--- config.mk ---
export PLATFORM = sky130hd
export DESIGN_NAME = switch_ingress_buffer
export DESIGN_NICKNAME = d
export VERILOG_FILES = /design/src/rtl/switch_ingress_buffer.sv
export SDC_FILE = /design/constraint.sdc
export NUM_CORES = 1
export LEC_CHECK = 0
export ABC_CLOCK_PERIOD_IN_PS = 4680
export BUFFER_PORTS_ARGS = -buffer_cell sky130_fd_sc_hd__buf_2
export CAP_MARGIN = 0
export CORE_MARGIN = 3
export CORE_UTILIZATION = 50
export CTS_CLUSTER_SIZE = 25
export DETAILED_ROUTE_END_ITERATION = 8
export HOLD_SLACK_MARGIN = 0.08
export PLACE_DENSITY = 0.68
export SYNTH_ARGS = -nofsm -noshare
export SYNTH_HDL_FRONTEND = slang
export SYNTH_SLANG_ARGS = --single-unit
--- constraint.sdc ---
create_clock -name clk -period 4.68 [get_ports clk]
set_clock_uncertainty 0.1 [all_clocks]
set_input_delay 0.234 -clock clk [delete_from_list [all_inputs] [get_ports clk]]
set_output_delay 0.234 -clock clk [all_outputs]
set_load 0.01 [all_outputs]
--- src/rtl/switch_ingress_buffer.sv ---
// switch_ingress_buffer
//   Per-port store-and-forward ingress buffer feeding the 4-port crossbar.
//   Whole packets are written speculatively and published to the read side
//   only on their last byte. Malformed, oversized, loopback-only and
//   overflowing packets are dropped and counted. There is no backpressure.
// Ports
//   clk, rst_n                          clock, async active-low reset
//   in_valid/in_sop/in_eop/in_data      byte stream in (header: [3:0] dest, [7:4] src)
//   in_ready                            1 out of reset
//   out_valid/out_ready/out_sop/out_eop/out_data  registered show-ahead byte stream out
//   out_dest                            effective destination of head packet
//   pkt_cnt, drop_cnt                   saturating packet counters
//   level                               occupied entries, uncommitted included
module switch_ingress_buffer #(
    parameter int DEPTH   = 64,
    parameter int MAX_LEN = 16,
    parameter int PORT_ID = 0
) (
    input  logic                     clk,
    input  logic                     rst_n,
    input  logic                     in_valid,
    input  logic                     in_sop,
    input  logic                     in_eop,
    input  logic [7:0]               in_data,
    output logic                     in_ready,
    output logic                     out_valid,
    input  logic                     out_ready,
    output logic                     out_sop,
    output logic                     out_eop,
    output logic [7:0]               out_data,
    output logic [3:0]               out_dest,
    output logic [15:0]              pkt_cnt,
    output logic [15:0]              drop_cnt,
    output logic [$clog2(DEPTH):0]   level
);
    localparam int AW  = $clog2(DEPTH);
    localparam int SD  = DEPTH / 2;
    localparam int SAW = $clog2(SD);
    localparam int LW  = $clog2(MAX_LEN + 1);
    localparam logic [AW:0]   DEPTH_P = (AW+1)'(DEPTH);
    localparam logic [SAW:0]  SD_P    = (SAW+1)'(SD);
    localparam logic [LW-1:0] MAX_P   = LW'(MAX_LEN);
    localparam logic [3:0]    LB_MASK = 4'(1 << PORT_ID);

    typedef enum logic [1:0] {S_IDLE, S_STORE, S_DROP} state_t;

    logic [9:0] mem [DEPTH];
    logic [3:0] side_mem [SD];

    state_t        state_q, state_d;
    logic [AW:0]   wr_ptr_q, wr_ptr_d, wr_cmt_q, wr_cmt_d, rd_ptr_q, rd_ptr_d;
    logic [SAW:0]  swr_q, swr_d, srd_q, srd_d;
    logic [LW-1:0] len_q, len_d;
    logic [3:0]    eff_q, eff_d;
    logic [15:0]   pkt_cnt_q, pkt_cnt_d, drop_cnt_q, drop_cnt_d;
    logic          in_ready_q;
    logic          out_valid_q, out_valid_d, out_sop_q, out_sop_d, out_eop_q, out_eop_d;
    logic [7:0]    out_data_q, out_data_d;
    logic [3:0]    out_dest_q, out_dest_d;

    logic          we, push, pkt_inc, start, full, cmt_full, side_full, xfer;
    logic [AW-1:0] waddr;
    logic [9:0]    wdata, rd_entry;
    logic [3:0]    push_val, eff_in;
    logic [1:0]    drop_n;
    logic [16:0]   drop_sum;

    // full uses the pre-read level; after a rewind only committed data counts
    assign full      = (wr_ptr_q - rd_ptr_q) == DEPTH_P;
    assign cmt_full  = (wr_cmt_q - rd_ptr_q) == DEPTH_P;
    assign side_full = (swr_q - srd_q) == SD_P;
    assign eff_in    = in_data[3:0] & ~LB_MASK;

    always_comb begin
        state_d  = state_q;
        wr_ptr_d = wr_ptr_q;
        wr_cmt_d = wr_cmt_q;
        len_d    = len_q;
        eff_d    = eff_q;
        we       = 1'b0;
        waddr    = wr_ptr_q[AW-1:0];
        wdata    = {in_sop, in_eop, in_data};
        push     = 1'b0;
        push_val = eff_q;
        pkt_inc  = 1'b0;
        drop_n   = 2'd0;
        start    = 1'b0;
        if (in_valid) begin
            case (state_q)
                S_STORE: begin
                    if (in_sop) begin
                        // missing eop: discard partial, restart on this header
                        wr_ptr_d = wr_cmt_q;
                        drop_n   = 2'd1;
                        start    = 1'b1;
                    end else if (full || len_q == MAX_P || side_full) begin
                        wr_ptr_d = wr_cmt_q;
                        drop_n   = 2'd1;
                        state_d  = in_eop ? S_IDLE : S_DROP;
                    end else begin
                        we       = 1'b1;
                        wr_ptr_d = wr_ptr_q + 1'b1;
                        len_d    = len_q + LW'(1);
                        if (in_eop) begin
                            wr_cmt_d = wr_ptr_q + 1'b1;
                            push     = 1'b1;
                            pkt_inc  = 1'b1;
                            state_d  = S_IDLE;
                        end
                    end
                end
                default: begin
                    if (in_sop)
                        start = 1'b1;
                    else if (state_q == S_DROP && in_eop)
                        state_d = S_IDLE;
                end
            endcase
            // header handling; wr_cmt_q is the write base in every start case
            if (start) begin
                if (eff_in == 4'd0 || cmt_full || side_full) begin
                    drop_n  = drop_n + 2'd1;
                    state_d = in_eop ? S_IDLE : S_DROP;
                end else begin
                    we       = 1'b1;
                    waddr    = wr_cmt_q[AW-1:0];
                    wr_ptr_d = wr_cmt_q + 1'b1;
                    len_d    = LW'(1);
                    eff_d    = eff_in;
                    if (in_eop) begin
                        wr_cmt_d = wr_cmt_q + 1'b1;
                        push     = 1'b1;
                        push_val = eff_in;
                        pkt_inc  = 1'b1;
                        state_d  = S_IDLE;
                    end else begin
                        state_d = S_STORE;
                    end
                end
            end
        end
        swr_d = push ? swr_q + 1'b1 : swr_q;

        pkt_cnt_d  = (pkt_inc && pkt_cnt_q != 16'hFFFF) ? pkt_cnt_q + 16'd1 : pkt_cnt_q;
        drop_sum   = {1'b0, drop_cnt_q} + {15'd0, drop_n};
        drop_cnt_d = drop_sum[16] ? 16'hFFFF : drop_sum[15:0];
    end

    // read side: output regs always mirror the entry at the next head pointer
    always_comb begin
        xfer        = out_valid_q & out_ready;
        rd_ptr_d    = xfer ? rd_ptr_q + 1'b1 : rd_ptr_q;
        srd_d       = (xfer && out_eop_q) ? srd_q + 1'b1 : srd_q;
        rd_entry    = mem[rd_ptr_d[AW-1:0]];
        out_valid_d = (wr_cmt_q != rd_ptr_d);
        out_sop_d   = out_valid_d & rd_entry[9];
        out_eop_d   = out_valid_d & rd_entry[8];
        out_data_d  = out_valid_d ? rd_entry[7:0] : 8'd0;
        out_dest_d  = out_valid_d ? side_mem[srd_d[SAW-1:0]] : 4'd0;
    end

    always_ff @(posedge clk) begin
        if (we)   mem[waddr] <= wdata;
        if (push) side_mem[swr_q[SAW-1:0]] <= push_val;
    end

    always_ff @(posedge clk or negedge rst_n) begin
        if (!rst_n) begin
            state_q     <= S_IDLE;
            wr_ptr_q    <= '0;
            wr_cmt_q    <= '0;
            rd_ptr_q    <= '0;
            swr_q       <= '0;
            srd_q       <= '0;
            len_q       <= '0;
            eff_q       <= '0;
            pkt_cnt_q   <= '0;
            drop_cnt_q  <= '0;
            in_ready_q  <= 1'b0;
            out_valid_q <= 1'b0;
            out_sop_q   <= 1'b0;
            out_eop_q   <= 1'b0;
            out_data_q  <= '0;
            out_dest_q  <= '0;
        end else begin
            state_q     <= state_d;
            wr_ptr_q    <= wr_ptr_d;
            wr_cmt_q    <= wr_cmt_d;
            rd_ptr_q    <= rd_ptr_d;
            swr_q       <= swr_d;
            srd_q       <= srd_d;
            len_q       <= len_d;
            eff_q       <= eff_d;
            pkt_cnt_q   <= pkt_cnt_d;
            drop_cnt_q  <= drop_cnt_d;
            in_ready_q  <= 1'b1;
            out_valid_q <= out_valid_d;
            out_sop_q   <= out_sop_d;
            out_eop_q   <= out_eop_d;
            out_data_q  <= out_data_d;
            out_dest_q  <= out_dest_d;
        end
    end

    assign in_ready  = in_ready_q;
    assign out_valid = out_valid_q;
    assign out_sop   = out_sop_q;
    assign out_eop   = out_eop_q;
    assign out_data  = out_data_q;
    assign out_dest  = out_dest_q;
    assign pkt_cnt   = pkt_cnt_q;
    assign drop_cnt  = drop_cnt_q;
    assign level     = wr_ptr_q - rd_ptr_q;
endmodule

# After elaboration in Yosys (flattened, before gate mapping)
# Memory sizes are Yosys's and may differ from the RTL's.
# Index checks and enable logic that the tools add are counted.
# W data, S select, Z words.
[word_totals]
regBits = 91
ram_bits = 768
input_bits = 14
output_inout_bits = 55
word_cells = 122
n_memories = 2
[memory_table]
columns = ["memory", "depth", "width", "rd", "rd_clocked_by_memory_dff", "write_ports", "line_no", "text"]
rows = [
  ["mem", 64, 10, 1, 0, 1, "47", "logic [9:0] mem [DEPTH];"],
  ["side_mem", 32, 4, 1, 0, 1, "48", "logic [3:0] side_mem [SD];"],
]
[classes]
add_sub_neg = 12
n_eq_ne = 10
mux = 66
bitwise = 4
reduce_logical = 11
[ops]
columns = ["operator", "count"]
rows = [
  ["$mux W7", 13],
  ["$mux W5", 6],
  ["$mux W2", 13],
  ["$mux W1", 24],
  ["$add A7 B1 Y7 const B", 3],
  ["$mux W4", 5],
  ["$mux W6", 3],
  ["$add A16 B2 Y17", 1],
  ["$add A16 B1 Y16 const B", 1],
  ["$mux W16", 1],
  ["$ne A16 B16 Y1 const B", 1],
  ["$eq A7 B7 Y1 const B", 2],
  ["$sub A7 B7 Y7", 2],
  ["$add A6 B1 Y6 const B", 2],
  ["$mux W8", 1],
  ["$ne A7 B7 Y1", 1],
  ["$eq A6 B6 Y1 const B", 1],
  ["$sub A6 B6 Y6", 1],
  ["$add A5 B1 Y5 const B", 1],
  ["$eq A5 B5 Y1 const B", 1],
  ["$logic_not A4 Y1", 1],
  ["$logic_or A1 B1 Y1", 4],
  ["$ne A4 B4 Y1 const B", 1],
  ["$reduce_and A4 Y1", 1],
  ["other kinds (9)", 13],
]

# Longest topological paths before layout
# Gate-level depths: netlist of run 1.
[logic_depth]
depth_word = 14
depth_mapped = 23
depth_no_buf = 22

# Least setup slack after synthesis of run 1
# OpenSTA, ideal clock, no wires.
[synth_path]
path_type = "reg-to-reg"
from = "register wr_ptr_q[0]"
to = "register drop_cnt_q[1], in the netlist drop_cnt[1]"
setup_ns = 0.068
arrival_time_ns = 4.459
t_required_ns = 4.512
setup_slack_ns = 0.053
stages_incl_launch_ff = 22
n_path_buf = 2
synth_period_minus_slack_ns = 4.627
cell_sequence = "dfrtp_1 -> inv_1 -> ha_1 -> inv_1 -> fa_1 -> a211oi_2 -> nor2_1 -> xor2_1 -> or4_4 -> o32ai_4 -> buf_6 -> nor2_1 -> or3_1 -> a21oi_1 -> ha_1 -> inv_1 -> fa_1 -> nor2_1 -> and2_1 -> nand3_1 -> clkbuf_1 -> nand2_1"
[synth_between]
elab_chain_len = 14
[synth_rtl]
columns = ["element", "line_no", "text"]
rows = [
  ["start: declaration", "51", "logic [AW:0] wr_ptr_q, wr_ptr_d, wr_cmt_q, wr_cmt_d, rd_ptr_q, rd_ptr_d;"],
  ["start signal: assignment", "187", "wr_ptr_q <= wr_ptr_d;"],
  ["$sub A7 B7 Y7 (*)", "n/a", ""],
  ["net level[4]", "34", "output logic [$clog2(DEPTH):0] level"],
  ["$eq A7 B7 Y1 (*)", "69", "assign full = (wr_ptr_q - rd_ptr_q) == DEPTH_P;"],
  ["$logic_or A1 B1 Y1 (*) (2 in series)", "96", "end else if (full || len_q == MAX_P || side_full) begin"],
  ["$mux W1 (*)", "96", ""],
  ["$mux W1 (*)", "91", "if (in_sop) begin"],
  ["$mux W1 (*)", "89", "case (state_q)"],
  ["$mux W2 (*)", "88", "if (in_valid) begin"],
  ["$add A2 B1 Y2", "122", "drop_n = drop_n + 2'd1;"],
  ["$mux W2", "121", "if (eff_in == 4'd0 || cmt_full || side_full) begin"],
  ["$mux W2 (*)", "120", "if (start) begin"],
  ["$mux W2 (*)", "88", ""],
  ["$add A16 B2 Y17 (*)", "145", "drop_sum = {1'b0, drop_cnt_q} + {15'd0, drop_n};"],
  ["$mux W16 (*)", "146", "drop_cnt_d = drop_sum[16] ? 16'hFFFF : drop_sum[15:0];"],
  ["net drop_cnt_d[1]", "55", "logic [15:0] pkt_cnt_q, pkt_cnt_d, drop_cnt_q, drop_cnt_d;"],
  ["end signal: assignment", "195", "drop_cnt_q <= drop_cnt_d;"],
  ["end: declaration", "55", ""],
]
# The timed path passes the listed nets; every way through them passes the cells marked *. The select of a mux whose other input is x is not followed.
# A chain may end at the register's enable or synchronous reset.

# Worst setup path in the final report of run 1
[layout_path]
from = "register wr_ptr_q[0]"
to = "register drop_cnt_q[14], in the netlist drop_cnt[14]"
[layout_between]
elab_chain_len = 14
[layout_rtl]
columns = ["element", "line_no"]
rows = [
  ["$sub A7 B7 Y7 (*)", "69"],
  ["$eq A7 B7 Y1 (*)", "69"],
  ["$logic_or A1 B1 Y1 (*) (2 in series)", "96"],
  ["$mux W1 (*)", "96"],
  ["$mux W1 (*)", "91"],
  ["$mux W1 (*)", "89"],
  ["$mux W2 (*)", "88"],
  ["$add A2 B1 Y2", "122"],
  ["$mux W2", "121"],
  ["$mux W2 (*)", "120"],
  ["$mux W2 (*)", "88"],
  ["$add A16 B2 Y17 (*)", "145"],
  ["$mux W16 (*)", "146"],
  ["net drop_cnt_d[14]", "55"],
]
# Marked as above.

==> qor.tcl, run 1 <==
set qor(globalRoute.totalOverflow) 0
set qor(reg2reg_setup_slack_ps) 320
set qor(total_switching_power_mw) 8.75
set qor(grt_first_pass_wirelength_mm) 119
set qor(cts.path.max_buffers) 3
set qor(antenna_violating_nets_post_route) 0
set qor(worstHoldPathType) {primary input to flip-flop}
set qor(yosys_most_used_dff) {sky130_fd_sc_hd__edfxtp_1}
set qor(timing_worst_setup_path_type) {flip-flop to flip-flop}
set qor(unrepaired_setup_endpoints_after_global_routing) {no}
set qor(worstHoldEndpoint) {mem[2][9]}
set qor(die_y_um) 268
set qor(fin_crit_ps) 4360
set qor(syn_avg_cell_area_um2) 19.0
set qor(initial_antenna_violation_count) 0
set qor(final_min_period_over_clock_period) 0.932
set qor(cts-root-buf) {sky130_fd_sc_hd__clkbuf_16}
set qor(p_leak_nw) 13.2
set qor(drt_iter0_drc) 2206
set qor(synth.net_count) 1850
set qor(sw_frac_of_total) 0.339
set qor(port-buffer-count) 67
set qor(place.detailed.hpwl_mm) 49.2
set qor(via_count) 18201
set qor(cts_num_sinks) 826
set qor(hold_depth) 1
set qor(synth_edf_count) 736
set qor(power.internal_mw) 17.0
set qor(clk_latency_ps) 630
set qor(mostFrequentLayoutCells) {sky130_fd_sc_hd__edfxtp_1 (736), sky130_fd_sc_hd__mux4_2 (224), sky130_fd_sc_hd__buf_4 (125)}
set qor(grt_max_degree) 79
set qor(cts-htree-levels) 3
set qor(final_core_utilization) 0.583
set qor(power_density_mw_per_mm2) 655
set qor(worstPathRequired_ps) 5070
set qor(worst-slew-pin-transition_ps) 1280
set qor(worst_setup_hold_path_clk_slew_ps) 60
set qor(cp_slowest_stage_delay_ps) 440
set qor(number_of_flip_flops_and_latches_in_the_synthesized_netlist) 826
set qor(first_pass_iters) 6
set qor(synth_area_mm2) 0.0343
set qor(synth_warnings) 0
set qor(tritoncts) {done}
set qor(initial_core_util) 0.508
set qor(timing.final.hold_violations) 0
set qor(numPlacedInstances) 2788
set qor(final_common_cell) {sky130_fd_sc_hd__edfxtp_1}
set qor(timing.final.max_slew_violations) 0
set qor(crit_fanout) 5
set qor(cap_violations) 0
set qor(drt_drc_violations_left) 0
set qor(layout.nets) 2055
set qor(die_area_mm2) 0.0717
set qor(rows) 95
set qor(pwr-share-seq) 0.340
set qor(drt-vias-per-instance) 6.17
set qor(startpoint_of_the_tightest_hold_check_path) {in_sop}
set qor(crit_arrival_ps) 4760
set qor(critical_path.startpoint_type) {flip-flop}
set qor(path_common_cell) {sky130_fd_sc_hd__inv_1}
set qor(max_freq_mhz) 229
set qor(place_area_mm2) 0.0365
set qor(drt_wl_total_mm) 78.5
set qor(ys_types) 83
set qor(gp_congestion) 0.875
set qor(synth.yosys.seq_area_share) 0.711
set qor(syn2layout_area_growth_pct) 14.8
set qor(reg2reg_depth) 20
set qor(max_transition_margin) 0.148
set qor(synthCells) 1803
set qor(floorplan.io_pins) 69
set qor(critPathBufInv) 3
set qor(insertedDiodeCount) 0
set qor(setup_viol_count_final) 0
set qor(finish.cell_count_without_fillers) 2951
set qor(crit-reg2reg-capture) {drop_cnt[14]}
set qor(pwr-share-comb) 0.401
set qor(postSynth.asyncResetShare) 0.109
set qor(power.share.clock) 0.258
set qor(stdcell_area_mm2) 0.0394
set qor(die_width_um) 268
set qor(timing.critical_path.max_delay_family) {simple AND/OR/NAND/NOR gates}
set qor(worstSetupEndpointType) {flip-flop}
set qor(first_global_vias) 18553
set qor(core_area_mm2) 0.0675
set qor(cp_cell_sequence) {inv_1 > ha_1 > inv_1 > fa_2 > a211oi_2 > nor2_1 > xor2_1 > or4_4 > o32ai_4 > nor2_1 > or3_1 > a21oi_2 > ha_1 > inv_1 > fa_2 > nor2_2 > and2_4 > nand3_1 > nor3_2 > a21oi_1}
set qor(critical_path.slowest_cell) {sky130_fd_sc_hd__or4_4}
set qor(drive_above_1_share) 0.293
set qor(vdd_drop_max_uv) 475
set qor(detail_route.wl_per_cell_um) 26.6
set qor(grtUsageTotal) 0.224
set qor(cts-buffers-inserted) 83
set qor(r2r-start) {wr_ptr_q[0]}
set qor(status) {complete, no violations}
set qor(post_cts_buffers) 0
worst max path at each step:
stage,cells past startpoint,slack [ps],end,from
2_1_floorplan,21,50,drop_cnt[1],wr_ptr_q[0]
3_3_place_gp,19,80,drop_cnt[3],wr_ptr_q[0]
3_5_place_dp,19,-60,drop_cnt[0],wr_ptr_q[0]
4_1_cts,19,80,drop_cnt[3],wr_ptr_q[0]
5_1_grt,22,40,drop_cnt[14],wr_ptr_q[0]
6_report,20,320,drop_cnt[14],wr_ptr_q[0]
layer usage:
layer	part of all wire	track usage	routed length, um	vias to the layer above
met3	0.073	0.0363	5750	118
li1	-	-	-	7749
met1	0.42	0.326	32800	9559
met5	0	0	0	-
met2	0.49	0.358	38200	775
met4	0.022	0.0620	1730	0
cell type report:
cell class | instances | area [um2]
sequential | 826 | 24400
timing repair buffer | 206 | 1500
multi-input combinational | 852 | 9510
clock buffer | 107 | 2240
inverter | 39 | 146
tap | 873 | 1090
fill | 4902 | 28200
clock inverter | 48 | 512
power by group through the flow:
stage	sequential, mW	clock, mW	combinational, mW
finish	8.77	6.66	10.3
global route	8.81	7.09	11.0
CTS	8.77	6.77	10.4
detailed placement	8.92	0	10.4
global placement	8.90	0	10.2
floorplan	8.89	0	6.94
state kept, by name, indices dropped and copies added (netlist names):
name,cells
rd_ptr_q,7
eff_q,3
wr_cmt_q,7
out_sop,1
srd_q,6
out_eop,1
in_ready,1
len_q,5
swr_q,6
wr_ptr_q,7
out_valid,1
out_dest,3
drop_cnt,16
out_data,8
state_q,2
pkt_cnt,16
side_mem,96
mem,640
synth_stat cells (6+ instances only):
cell	n	share of area
sky130_fd_sc_hd__a21oi_1	24	0.0035
sky130_fd_sc_hd__xnor2_1	50	0.013
sky130_fd_sc_hd__nand4_1	9	0.0016
sky130_fd_sc_hd__o22ai_1	12	0.0022
sky130_fd_sc_hd__nand3b_1	7	0.0015
sky130_fd_sc_hd__dfrtp_1	90	0.066
sky130_fd_sc_hd__xor2_1	20	0.0051
sky130_fd_sc_hd__nand2b_1	11	0.0020
sky130_fd_sc_hd__mux2i_1	36	0.011
sky130_fd_sc_hd__mux2_2	19	0.0062
sky130_fd_sc_hd__a211oi_1	6	0.0013
sky130_fd_sc_hd__nor3_1	65	0.0095
sky130_fd_sc_hd__nand3_1	26	0.0038
sky130_fd_sc_hd__nand2_1	47	0.0051
sky130_fd_sc_hd__edfxtp_1	736	0.64
sky130_fd_sc_hd__nor2_1	88	0.0096
sky130_fd_sc_hd__buf_2	32	0.0047
sky130_fd_sc_hd__nor4_1	18	0.0033
sky130_fd_sc_hd__ha_1	31	0.011
sky130_fd_sc_hd__o21ai_0	40	0.0058
sky130_fd_sc_hd__clkbuf_1	42	0.0046
sky130_fd_sc_hd__nor2b_1	12	0.0022
sky130_fd_sc_hd__and3_1	7	0.0013
sky130_fd_sc_hd__inv_1	37	0.0041
sky130_fd_sc_hd__mux4_2	224	0.15
cell families (layout without fill, tap and decap cells):
kind of cell               count (synthesis)  count (layout)  synth area share
other                                      2               2          0.000219
and+or+nand+nor                          317             317            0.0460
buffers and inverters                    125             400            0.0158
muxes                                    279             279             0.164
xor gates and xnor gates                  72              72            0.0188
adders and majority gates                 33              33            0.0125
AOI/OAI and AO/OA                        149             149            0.0320
DFF                                      826             826             0.711
what timing repair did:
action,4_1_cts,5_1_grt
pin swaps,0,2
hold buffers,8,0
gates resized for setup,1,8
endpoints found under the setup margin,13,14
endpoints found under the hold margin,101,0
per-stage QoR:
stage / hold WS (ps) / power [mW] / setup WS, ps / TNS, ps
final: 124 / 25.8 / 317 / 0
after global routing: 123 / 26.9 / 42.2 / 0
after CTS: 87.0 / 26.0 / 84.1 / 0
after detailed placement: 128 / 19.3 / -63.7 / -463
after global placement: 125 / 19.1 / 78.2 / 0
after floorplan: -162 / 15.8 / 52.5 / 0
(Power assumes the default switching activity.)
==> run 2, diff against run 1 <==
Settings changed: CORE_UTILIZATION 50 to 33, PLACE_DENSITY 0.68 to default, SLEW_MARGIN from default to 20.
==> run 2 against run 1 <==
Clock power is 0.9% lower. Utilization down 19 points. Critical path depth is the same. Critical path type unchanged. Critical endpoint unchanged. Largest power group unchanged. Highest routed layer unchanged.
==> qor.tcl, run 2 (same netlist as run 1, synthesis figures left out) <==
set qor(tritoncts) {done} ;# unchanged
set qor(port-buffer-count) 67 ;# unchanged
set qor(drt_wl_total_mm) 81.3 ;# was 78.5 mm
set qor(floorplan.io_pins) 69 ;# unchanged
set qor(antenna_violating_nets_post_route) 0 ;# unchanged
set qor(final_min_period_over_clock_period) 0.951 ;# was 0.932
set qor(initial_antenna_violation_count) 0 ;# unchanged
set qor(core_area_mm2) 0.102 ;# was 0.0675 mm2
set qor(mostFrequentLayoutCells) {sky130_fd_sc_hd__edfxtp_1 (736), sky130_fd_sc_hd__mux4_2 (224), sky130_fd_sc_hd__buf_4 (130)} ;# was sky130_fd_sc_hd__edfxtp_1 (736), sky130_fd_sc_hd__mux4_2 (224), sky130_fd_sc_hd__buf_4 (125)
set qor(status) {complete, no violations} ;# unchanged
set qor(layout.nets) 2056 ;# was 2055
set qor(cts-htree-levels) 3 ;# unchanged
set qor(drive_above_1_share) 0.294 ;# was 0.293
set qor(first_global_vias) 18563 ;# was 18553
set qor(cap_violations) 0 ;# unchanged
set qor(worstHoldPathType) {primary input to flip-flop} ;# unchanged
set qor(setup_viol_count_final) 0 ;# unchanged
set qor(detail_route.wl_per_cell_um) 23.6 ;# was 26.6 um
set qor(max_freq_mhz) 225 ;# was 229 MHz
set qor(grtUsageTotal) 0.151 ;# was 0.224
set qor(final_common_cell) {sky130_fd_sc_hd__edfxtp_1} ;# unchanged
set qor(worstSetupEndpointType) {flip-flop} ;# unchanged
set qor(via_count) 17953 ;# was 18201
set qor(place.detailed.hpwl_mm) 52.2 ;# was 49.2 mm
set qor(timing.final.max_slew_violations) 0 ;# unchanged
set qor(crit_arrival_ps) 4880 ;# was 4760 ps
set qor(cts_num_sinks) 826 ;# unchanged
set qor(total_power_mw) 25.7 ;# was 25.8 mW
set qor(p_leak_nw) 13.2 ;# about the same
set qor(drt_drc_violations_left) 0 ;# unchanged
set qor(drt-vias-per-instance) 5.21 ;# was 6.17
set qor(final_core_utilization) 0.390 ;# was 0.583
set qor(max_transition_margin) 0.235 ;# was 0.148
set qor(crit_fanout) 5 ;# unchanged
set qor(worst-slew-pin-transition_ps) 1140 ;# was 1280 ps
set qor(grt_first_pass_wirelength_mm) 122 ;# was 119 mm
set qor(reg2reg_depth) 20 ;# unchanged
set qor(rows) 117 ;# was 95
set qor(critical_path.startpoint_type) {flip-flop} ;# unchanged
set qor(initial_core_util) 0.334 ;# was 0.508
set qor(path_common_cell) {sky130_fd_sc_hd__inv_1} ;# unchanged
set qor(timing_worst_setup_path_type) {flip-flop to flip-flop} ;# unchanged
set qor(reg2reg_setup_slack_ps) 230 ;# was 320 ps
set qor(first_pass_iters) 5 ;# was 6
set qor(cts-buffers-inserted) 86 ;# was 83
set qor(clk_latency_ps) 650 ;# was 630 ps
set qor(syn2layout_area_growth_pct) 16.5 ;# was 14.8%
set qor(critical_path.slowest_cell) {sky130_fd_sc_hd__or4_4} ;# unchanged
set qor(startpoint) {wr_ptr_q[0]} ;# unchanged
set qor(worstPathRequired_ps) 5110 ;# was 5070 ps
set qor(gp_congestion) 0.843 ;# was 0.875
set qor(crit-reg2reg-capture) {drop_cnt[14]} ;# unchanged
set qor(fin_crit_ps) 4450 ;# was 4360 ps
set qor(timing.final.hold_violations) 0 ;# unchanged
set qor(r2r-start) {wr_ptr_q[0]} ;# unchanged
set qor(die_area_mm2) 0.108 ;# was 0.0717 mm2
set qor(drt_iter0_drc) 1701 ;# was 2206
set qor(regMostFlops) {mem} ;# unchanged
set qor(vdd_drop_max_uv) 466 ;# was 475 uV
set qor(globalRoute.totalOverflow) 0 ;# unchanged
set qor(cp_slowest_stage_delay_ps) 450 ;# was 440 ps
set qor(die_y_um) 328 ;# was 268 um
set qor(largest_reg_flops) 640 ;# unchanged
set qor(worst_setup_hold_path_clk_slew_ps) 60 ;# about the same
set qor(cp_cell_sequence) {inv_1 > ha_1 > inv_1 > fa_2 > a211oi_2 > nor2_1 > xor2_1 > or4_4 > o32ai_4 > nor2_1 > or3_1 > a21oi_1 > ha_2 > inv_1 > fa_2 > nor2_2 > and2_4 > nand3_1 > nor3_2 > a21oi_1} ;# was inv_1 > ha_1 > inv_1 > fa_2 > a211oi_2 > nor2_1 > xor2_1 > or4_4 > o32ai_4 > nor2_1 > or3_1 > a21oi_2 > ha_1 > inv_1 > fa_2 > nor2_2 > and2_4 > nand3_1 > nor3_2 > a21oi_1
set qor(power_density_mw_per_mm2) 645 ;# was 655 mW/mm2
set qor(cts.path.max_buffers) 3 ;# unchanged
set qor(worst_setup_ep) {drop_cnt[14]} ;# unchanged
set qor(cts-root-buf) {sky130_fd_sc_hd__clkbuf_16} ;# unchanged
set qor(die_width_um) 328 ;# was 268 um
set qor(grt_max_degree) 67 ;# was 79
run 2: cell count changes in the layout (fill, tap and decap cells not counted), moves of 3 or more:
cell                        before  now
sky130_fd_sc_hd__clkbuf_8        3    6
sky130_fd_sc_hd__bufinv_16       9    4
sky130_fd_sc_hd__buf_2          66   61
sky130_fd_sc_hd__buf_4         125  130
run 2: metrics by stage:
step	instance area (um2)	cells	hold WS, ps	worst slack, ps	setup TNS [ps]
finish	39900	3448	74.3	228	0
global route	39900	3447	93.9	-1.56	-1.56
CTS	39800	3442	95.3	20.5	0
detailed placement	37100	3279	301	-3.71	-3.71
global placement	37100	3279	287	85.2	0
floorplan	34300	1803	-162	52.5	0
run 2: critical path: cells and delay by family, from the launching register on:
family,cells,cell delay (ps)
AOI/OAI and AO/OA,4,870
and+or+nand+nor,8,1520
xor gates and xnor gates,1,170
buffers and inverters,3,200
adders and majority gates,4,1100
DFF,1,380
run 2: final cells by class:
| type | instances | area [um2] |
|---|---|---|
| Antenna cell | 1 | 2.50 |
| Sequential cell | 826 | 24400 |
| Clock buffer | 114 | 2340 |
| Inverter | 39 | 146 |
| Timing Repair Buffer | 204 | 1470 |
| Multi-Input combinational cell | 852 | 9510 |
| Clock inverter | 44 | 397 |
| Tap cell | 1368 | 1710 |
| Fill cell | 9291 | 62500 |
run 2: where the power goes:
group	total (mW)	leakage (nW)	switching [mW]	internal (mW)
combinational	10.3	4.10	5.66	4.67
sequential	8.81	7.74	0.321	8.49
clock	6.60	1.33	2.84	3.76
run 2: what timing repair did:
item	CTS	global route
hold buffers	4	3
buffers inserted	1	2
gates resized for setup	1	6
hold endpoints to repair	88	41
pin swaps	1	3
setup endpoints to repair	1	22
run 2: how the worst min path moves through the flow:
stage	depth (start not counted)	slack [ps]	from	to
after global routing	1	90	in_data[4]	mem[22][4]
after CTS	4	100	in_eop	state_q[1]
after floorplan	0	-160	rst_n	drop_cnt[0]
after global placement	1	290	rst_n	pkt_cnt[1]
after detailed placement	1	300	rst_n	drop_cnt[14]
final	1	70	in_data[4]	mem[22][4]
run 2: layer usage:
layer	wire length (um)	track usage	up-vias
met4	2200	0.0469	0
met5	0	0	-
met3	4660	0.0245	145
met1	34900	0.209	9492
li1	-	-	7777
met2	39500	0.245	539
